$ cat src/rtl/e1_rx_pkg.sv
// Shared constants for the E1 LIU receive front end: default loss-of-clock
// settings and the per-channel edge-select encoding.
package e1_rx_pkg;

  localparam int LOC_TIMEOUT_DEF = 64;
  localparam int LOC_W_DEF       = 12;

  typedef enum logic {
    EDGE_FALL = 1'b0,
    EDGE_RISE = 1'b1
  } edge_sel_e;

endpackage

$ cat src/rtl/e1_rx_liu_ch.sv
// One LIU receive channel: pad synchronisers, edge detect, data strobe and
// loss-of-clock watchdog. Optional glitch filter: E1_RX_LIU_GLITCH_FILTER_EN.
module e1_rx_liu_ch
  import e1_rx_pkg::*;
#(
  parameter int SYNC_STAGES = 2,
  parameter int LOC_TIMEOUT = LOC_TIMEOUT_DEF,
  parameter int LOC_W       = LOC_W_DEF
) (
  input  logic clk,
  input  logic rst_n,
  input  logic pad_rx_data,
  input  logic pad_rx_clk,
  input  logic cfg_edge,
  output logic out_data,
  output logic out_valid,
  output logic out_loc
);

`ifdef E1_RX_LIU_GLITCH_FILTER_EN
  localparam int FILT = 1;
`else
  localparam int FILT = 0;
`endif
  // Edges are ignored until every history register holds a genuine pad sample.
  localparam int ARM_W = SYNC_STAGES + 2 + FILT;
  localparam logic [LOC_W-1:0] LOC_LIM = LOC_W'(LOC_TIMEOUT);

  function automatic logic [LOC_W-1:0] sat_inc(input logic [LOC_W-1:0] v);
    return (v >= LOC_LIM) ? LOC_LIM : v + 1'b1;
  endfunction

  logic [SYNC_STAGES-1:0] clk_sync;
  logic [SYNC_STAGES-1:0] dat_sync;
  logic                   clk_p0;
  logic                   dat_p0;
  logic                   lvl;
  logic [ARM_W-1:0]       arm;
  logic [LOC_W-1:0]       loc_cnt;
  logic                   clk_ok;
  logic                   dir_ok;
  logic                   acc;

  // Stage p0: synchroniser output and history, equal depth for clock and data
  always_ff @(posedge clk or negedge rst_n) begin
    if (!rst_n) begin
      clk_sync <= '0;
      dat_sync <= '0;
      clk_p0   <= 1'b0;
      dat_p0   <= 1'b0;
      lvl      <= 1'b0;
      arm      <= '0;
    end else begin
      clk_sync <= {clk_sync[SYNC_STAGES-2:0], pad_rx_clk};
      dat_sync <= {dat_sync[SYNC_STAGES-2:0], pad_rx_data};
      clk_p0   <= clk_sync[SYNC_STAGES-1];
      dat_p0   <= dat_sync[SYNC_STAGES-1];
      arm      <= {arm[ARM_W-2:0], 1'b1};
      if (clk_ok) lvl <= clk_p0;
    end
  end

`ifdef E1_RX_LIU_GLITCH_FILTER_EN
  // A new level counts only once two consecutive samples agree.
  logic clk_p1;
  always_ff @(posedge clk or negedge rst_n) begin
    if (!rst_n) clk_p1 <= 1'b0;
    else        clk_p1 <= clk_p0;
  end
  assign clk_ok = (clk_p0 == clk_p1);
`else
  assign clk_ok = 1'b1;
`endif

  assign dir_ok = (edge_sel_e'(cfg_edge) == EDGE_RISE) ? clk_p0 : ~clk_p0;
  assign acc    = arm[ARM_W-1] & clk_ok & (clk_p0 != lvl) & dir_ok & ~out_valid;

  // Stage p1: registered strobe, data and loss-of-clock watchdog
  always_ff @(posedge clk or negedge rst_n) begin
    if (!rst_n) begin
      out_valid <= 1'b0;
      out_data  <= 1'b0;
      out_loc   <= 1'b0;
      loc_cnt   <= '0;
    end else begin
      out_valid <= acc;
      out_data  <= dat_p0;
      loc_cnt   <= acc ? '0 : sat_inc(loc_cnt);
      out_loc   <= acc ? 1'b0 : (out_loc | (loc_cnt == LOC_LIM));
    end
  end

endmodule

$ cat src/rtl/e1_rx_liu_mc.sv
// Multi-channel E1 LIU receive front end: N_CH independent e1_rx_liu_ch
// channels. Optional glitch filter: E1_RX_LIU_GLITCH_FILTER_EN.
module e1_rx_liu_mc
  import e1_rx_pkg::*;
#(
  parameter int N_CH        = 1,
  parameter int SYNC_STAGES = 2,
  parameter int LOC_TIMEOUT = LOC_TIMEOUT_DEF,
  parameter int LOC_W       = LOC_W_DEF
) (
  input  logic            clk,
  input  logic            rst_n,
  input  logic [N_CH-1:0] pad_rx_data,
  input  logic [N_CH-1:0] pad_rx_clk,
  input  logic [N_CH-1:0] cfg_edge,
  output logic [N_CH-1:0] out_data,
  output logic [N_CH-1:0] out_valid,
  output logic [N_CH-1:0] out_loc
);

  for (genvar i = 0; i < N_CH; i++) begin : g_ch
    e1_rx_liu_ch #(
      .SYNC_STAGES (SYNC_STAGES),
      .LOC_TIMEOUT (LOC_TIMEOUT),
      .LOC_W       (LOC_W)
    ) u_ch (
      .clk         (clk),
      .rst_n       (rst_n),
      .pad_rx_data (pad_rx_data[i]),
      .pad_rx_clk  (pad_rx_clk[i]),
      .cfg_edge    (cfg_edge[i]),
      .out_data    (out_data[i]),
      .out_valid   (out_valid[i]),
      .out_loc     (out_loc[i])
    );
  end

endmodule

$ cat config.mk
export PLATFORM = sky130hd
export DESIGN_NAME = e1_rx_liu_mc
export DESIGN_NICKNAME = d
export VERILOG_FILES = /design/src/rtl/e1_rx_pkg.sv /design/src/rtl/e1_rx_liu_ch.sv /design/src/rtl/e1_rx_liu_mc.sv
export SDC_FILE = /design/constraint.sdc
export NUM_CORES = 1
export LEC_CHECK = 0
export CORE_MARGIN = 5
export CORE_UTILIZATION = 55
export CTS_BUF_LIST = sky130_fd_sc_hd__clkbuf_8
export CTS_CLUSTER_DIAMETER = 200
export DETAILED_ROUTE_END_ITERATION = 7
export DONT_BUFFER_PORTS = 1
export GPL_TIMING_DRIVEN = 1
export PLACE_DENSITY = 0.76
export SYNTH_ARGS = -nofsm -noshare
export SYNTH_HDL_FRONTEND = slang
export SYNTH_SLANG_ARGS = --single-unit
$ cat constraint.sdc
create_clock -name clk -period 1.75 [get_ports clk]
set_input_delay 0.35 -clock clk [delete_from_list [all_inputs] [get_ports clk]]
set_output_delay 0.35 -clock clk [all_outputs]
set_load 0.01 [all_outputs]
==> results.toml, run 1 <==
[setup_path]
cp_max_fo = 6
startpoint_type = "flip-flop"
cp_slowest_cell = "or3b_1"
crit_chain = "nor4_2 -> or3b_1 -> a211oi_2"
cp.arrival_ps = 1700
end_kind = "flip-flop"
crit_family = "simple AND/OR/NAND/NOR gates"
path_buf_inv = 0
crit_required_ps = 1930
critPathMaxStageDelay_ps = 530
worstSetupPathType = "reg2reg"

[timing]
setup_viol_count_final = 0
finalCritPeriodShare_pct = 86.8
setup_tns_ps = 0
layout_min_cycle_time_ps = 1520
max_slew_margin_pct = 26.9
whs_ps = 107
slew_violations = 0
rsz0062_at_grt = "false"
worstMarginPinSlew_ps = 1090
hold_violations = 0
final.setup_skew_ps = 1.54
fmax_ghz = 0.659

[cells_and_area]
drive_above_1_share_pct = 20.0
fin_nets = 78
post-route-util_pct = 66.1
final_common_cell = "dfrtp_1"
final_cells = 86
diodes = 0
synthToLayoutAreaGrowth_pct = 10.4
mostFrequentLayoutCells = "26 x dfrtp_1, 6 x conb_1, 4 x nor3_2, 4 x clkbuf_8, 3 x inv_1"

[global_route]
grt_pass1_vias = 548
grt_overflow = 0
grt_max_degree = 27
grt_pass1_wl_mm = 2.46
grt.total_usage_pct = 13.3
antenna_found_initial = 0

[cts]
clk_latency_ps = 260
clock_path_buffers = 2
numCtsBuffers = 3
htree_levels = 1
cts.sinks = 26
post_cts_buffers = 0
clk_pin_slew_ps = 80
tritoncts = "done"
cts_root_buffer = "clkbuf_8"

[yosys]
ys.flop_type = "dfrtp_1"
ys_ff_latch = 26
ys_seq_area_share_pct = 70.6
synth_compound_area_share_pct = 3.93
yosysUniqueCellTypes = 26
ys_async_sr_fraction_pct = 100
synth_cells = 61
yosysWarnings = 0
synthMuxAreaShare_pct = 0
netlist_area_um2 = 922
avgSynthCellArea_um2 = 15.1
synth_xor_area_share_pct = 2.85
synth_top_family_by_area = "simple AND/OR/NAND/NOR gates"
synth_adder_area_share_pct = 2.71
synth_edf_count = 0
synth-simple-area-share_pct = 16.7

[floorplan]
die_h_um = 50.9
ios = 8
die-area_mm2 = 0.00260
rows = 14
die_width_um = 50.9
core-area_mm2 = 0.00154
start_util_pct = 59.8

[routing]
wl_per_cell_um = 16.1
wl_mm = 1.38
via_per_inst = 5.43
detailedRoute.firstPassIterationCount = 4
drtIter0Drc = 3
drcViolationCount = 0
vias = 467
drtAntennaViolNets = 0

[power]
p_per_area_mw_per_mm2 = 1020
total_power_uw = 1040
leakage_uw = 0.000435
ir_worst_vdd_mv = 0.791

[hold_path]
hold_path_class = "in2reg"

[placed_design]
place_inst = 81
gpl.final_weighted_congestion = 0.770
hpwl_um = 956
io_buffer_count = 0

[job]
maxCapViolCount = 0

[outcome]
run_status = "finished clean"
## registers in the layout (all words and copies together) (netlist names)
signal	flops
g_ch.u_ch.dat_sync	2
g_ch.u_ch.dat_p0	1
g_ch.u_ch.out_valid	1
g_ch.u_ch.loc_cnt	12
g_ch.u_ch.arm	4
g_ch.u_ch.lvl	1
g_ch.u_ch.out_data	1
g_ch.u_ch.clk_sync	2
g_ch.u_ch.out_loc	1
g_ch.u_ch.clk_p0	1
## area by class of cell
type / count / area, um2
tap: 16 / 20.0
timing repair buffer: 2 / 17.5
multi-input combinational: 35 / 264
sequential: 26 / 651
inverter: 3 / 11.3
clock buffer: 4 / 55.1
fill: 120 / 523
## worst register-to-register path, cell delays in order (launching register included)
cell	delay (ps)
dfrtp_1	390
nor4_2	340
or3b_1	530
a211oi_2	180
## Yosys cell counts (all sizes together) (2+ instances only)
cell type  instances  share of area [%]
dfrtp             26                 71
nor3               4                4.3
a21oi              3                2.0
inv                3                1.2
conb               2               0.81
ha                 2                2.7
nand3              2                1.1
nor3b              2                2.2
or3b               2                1.9
xnor2              2                1.9
## path summary, 6_finish.rpt
kind	cells past startpoint	slack (ps)	end	start
max	3	230	g_ch[0].u_ch.loc_cnt[5]	g_ch[0].u_ch.loc_cnt[8]
min	0	110	g_ch[0].u_ch.dat_sync[0]	pad_rx_data
max reg2reg	3	230	g_ch[0].u_ch.loc_cnt[5]	g_ch[0].u_ch.loc_cnt[8]
min reg2reg	0	350	g_ch[0].u_ch.dat_p0	g_ch[0].u_ch.dat_sync[1]
max in group asynchronous	1	360	g_ch[0].u_ch.loc_cnt[1]	rst_n
min in group asynchronous	1	740	g_ch[0].u_ch.lvl	rst_n
## layer usage
| layer | global-route usage, % | wire length [um] | vias up |
|---|---|---|---|
| met5 | 0 | 0 | - |
| met4 | 10.2 | 57 | 0 |
| met3 | 3.78 | 63 | 7 |
| met2 | 21.5 | 720 | 10 |
| met1 | 14.6 | 542 | 235 |
| li1 | - | - | 215 |
## where the power goes
part | switching, uW | total [uW] | internal [uW] | leakage (uW)
combinational | 21.2 | 31.1 | 9.82 | 0.0000885
sequential | 16.4 | 643 | 627 | 0.000318
clock | 168 | 369 | 201 | 0.0000288
## kinds of logic after synthesis
family | after synthesis
other | 2
AOI/OAI and AO/OA | 5
xor gates and xnor gates | 3
adders and majority gates | 2
DFF | 26
and+or+nand+nor | 19
buffers and inverters | 4
## per-stage QoR
step	worst slack [ps]	instance area, um2
2_1_floorplan	334	937
6_report	232	1020
3_3_place_gp	304	953
3_5_place_dp	212	953
4_1_cts	190	1020
5_1_grt	103	1020
## repair_timing
| action | 4_1_cts | 5_1_grt |
|---|---|---|
| endpoints found under the hold margin | 26 | 0 |
| resized for setup | 0 | 0 |
| hold buffers | 1 | 0 |
| endpoints found under the setup margin | 0 | 0 |
No activity file was read; power rests on OpenSTA's default activity.
==> inputs of run 2 (changes only) <==
Settings changed: REMOVE_ABC_BUFFERS from default to 1.
==> results.toml, run 2 (same netlist as run 1, synthesis figures left out) <==
[outcome]
run_status = "finished clean"

[cts]
cts_resized = 0
cts_root_buffer = "clkbuf_8"
numCtsBuffers = 3
clk_latency_ps = 260
tritoncts = "done"
htree_levels = 1
clock_path_buffers = 2
clk_pin_slew_ps = 80
cts.sinks = 26

[floorplan]
die_h_um = 50.9
ios = 8
die-area_mm2 = 0.00260
core-area_mm2 = 0.00154
start_util_pct = 59.8
die_width_um = 50.9
rows = 14

[setup_path]
regToRegStartpoint = "g_ch[0].u_ch.loc_cnt[8]"
end_kind = "flip-flop"
r2r_setup_slack_ps = 170
crit_required_ps = 1930
cp_max_fo = 6
worstSetupPathType = "reg2reg"
cp.arrival_ps = 1760
startpoint = "g_ch[0].u_ch.loc_cnt[8]"
worstReg2RegEnd = "g_ch[0].u_ch.loc_cnt[5]"
crit_end = "g_ch[0].u_ch.loc_cnt[5]"
reg2reg_depth = 3
startpoint_type = "flip-flop"

[timing]
finalCritPeriodShare_pct = 90.4
slew_violations = 0
fmax_ghz = 0.632
final.setup_skew_ps = 1.64
rsz0062_at_grt = "false"
worstMarginPinSlew_ps = 1090
hold_violations = 0
setup_tns_ps = 0
setup_viol_count_final = 0
whs_ps = 107
layout_min_cycle_time_ps = 1580
max_slew_margin_pct = 27.4

[cells_and_area]
mostFrequentLayoutCells = "26 x dfrtp_1, 6 x conb_1, 4 x nor3_2"
synthToLayoutAreaGrowth_pct = 12.2
drive_above_1_share_pct = 20.0
fin_nets = 78
largest_reg_flops = 12
final_common_cell = "dfrtp_1"
stdcell_area_mm2 = 0.00103
diodes = 0
top_register = "g_ch.u_ch.loc_cnt"
post-route-util_pct = 67.1
n_fill_cell = 111
top_regs = "g_ch.u_ch.loc_cnt (12), g_ch.u_ch.arm (4)"

[global_route]
grt_overflow = 0
grt_pass1_vias = 507
grt_pass1_wl_mm = 2.40
grt_max_degree = 27
antenna_found_initial = 0
grt.total_usage_pct = 12.9

[job]
maxCapViolCount = 0

[routing]
detailedRoute.firstPassIterationCount = 3
wl_mm = 1.31
wl_per_cell_um = 15.2
via_per_inst = 5.42
vias = 466
drtIter0Drc = 4
drtAntennaViolNets = 0
drcViolationCount = 0

[power]
p_per_area_mw_per_mm2 = 1110
ir_worst_vdd_mv = 0.924
leakage_uw = 0.000442

[placed_design]
io_buffer_count = 0
hpwl_um = 891
placed_area_um2 = 953
gpl.final_weighted_congestion = 0.766

[hold_path]
hold_path_class = "in2reg"
-- run 2: stage by stage --
stage | std cells | setup WS [ps] | total power [uW]
floorplan | 64 | 334 | 665
global placement | 81 | 306 | 671
detailed placement | 81 | 183 | 675
CTS | 86 | 155 | 1160
global route | 86 | 67.9 | 1200
finish | 86 | 168 | 1150
-- run 2: cell type report --
class,instances,area [um2],area share [%]
flip-flops and latches,26,651,62.9
multi-input cells,35,264,25.5
clock buffers,3,41.3,3.99
clock inverters,1,30.0,2.90
well taps,16,20.0,1.93
repair buffers,2,17.5,1.69
inverters,3,11.3,1.09
-- run 2: power breakdown --
group	total, uW	internal (uW)	leakage, uW	switching, uW
combinational	31.2	9.82	0.0000885	21.4
clock	477	306	0.0000357	171
sequential	643	627	0.000318	16.3
total	1150	942	0.000442	209
-- run 2: worst min-delay path by stage --
| stage | start | endpoint | slack (ps) | cells past startpoint |
|---|---|---|---|---|
| 2_1_floorplan | rst_n | g_ch[0].u_ch.arm[0] | 50 | 0 |
| 3_3_place_gp | rst_n | g_ch[0].u_ch.out_valid | 60 | 0 |
| 3_5_place_dp | rst_n | g_ch[0].u_ch.out_valid | 60 | 0 |
| 5_1_grt | pad_rx_clk | g_ch[0].u_ch.clk_sync[0] | 90 | 0 |
| 4_1_cts | pad_rx_data | g_ch[0].u_ch.dat_sync[0] | 100 | 0 |
| 6_report | pad_rx_clk | g_ch[0].u_ch.clk_sync[0] | 110 | 0 |
-- run 2: timing repair --
| item | CTS | global route |
|---|---|---|
| setup buffers | 0 | 0 |
| hold buffers | 1 | 0 |
| endpoints found under the hold margin | 26 | 0 |
-- run 2: critical path, stage by stage (launching register included) --
cell	delay, ps
dfrtp_1	390
nor4_2	360
or3b_1	550
a211oi_2	210
-- run 2: routing by layer --
metal	wire length (um)	part of all wire (%)	track usage [%]
met3	62	4.7	3.49
met5	0	0	0
met1	504	38	15.0
met2	724	55	21.9
met4	19	1.5	6.38
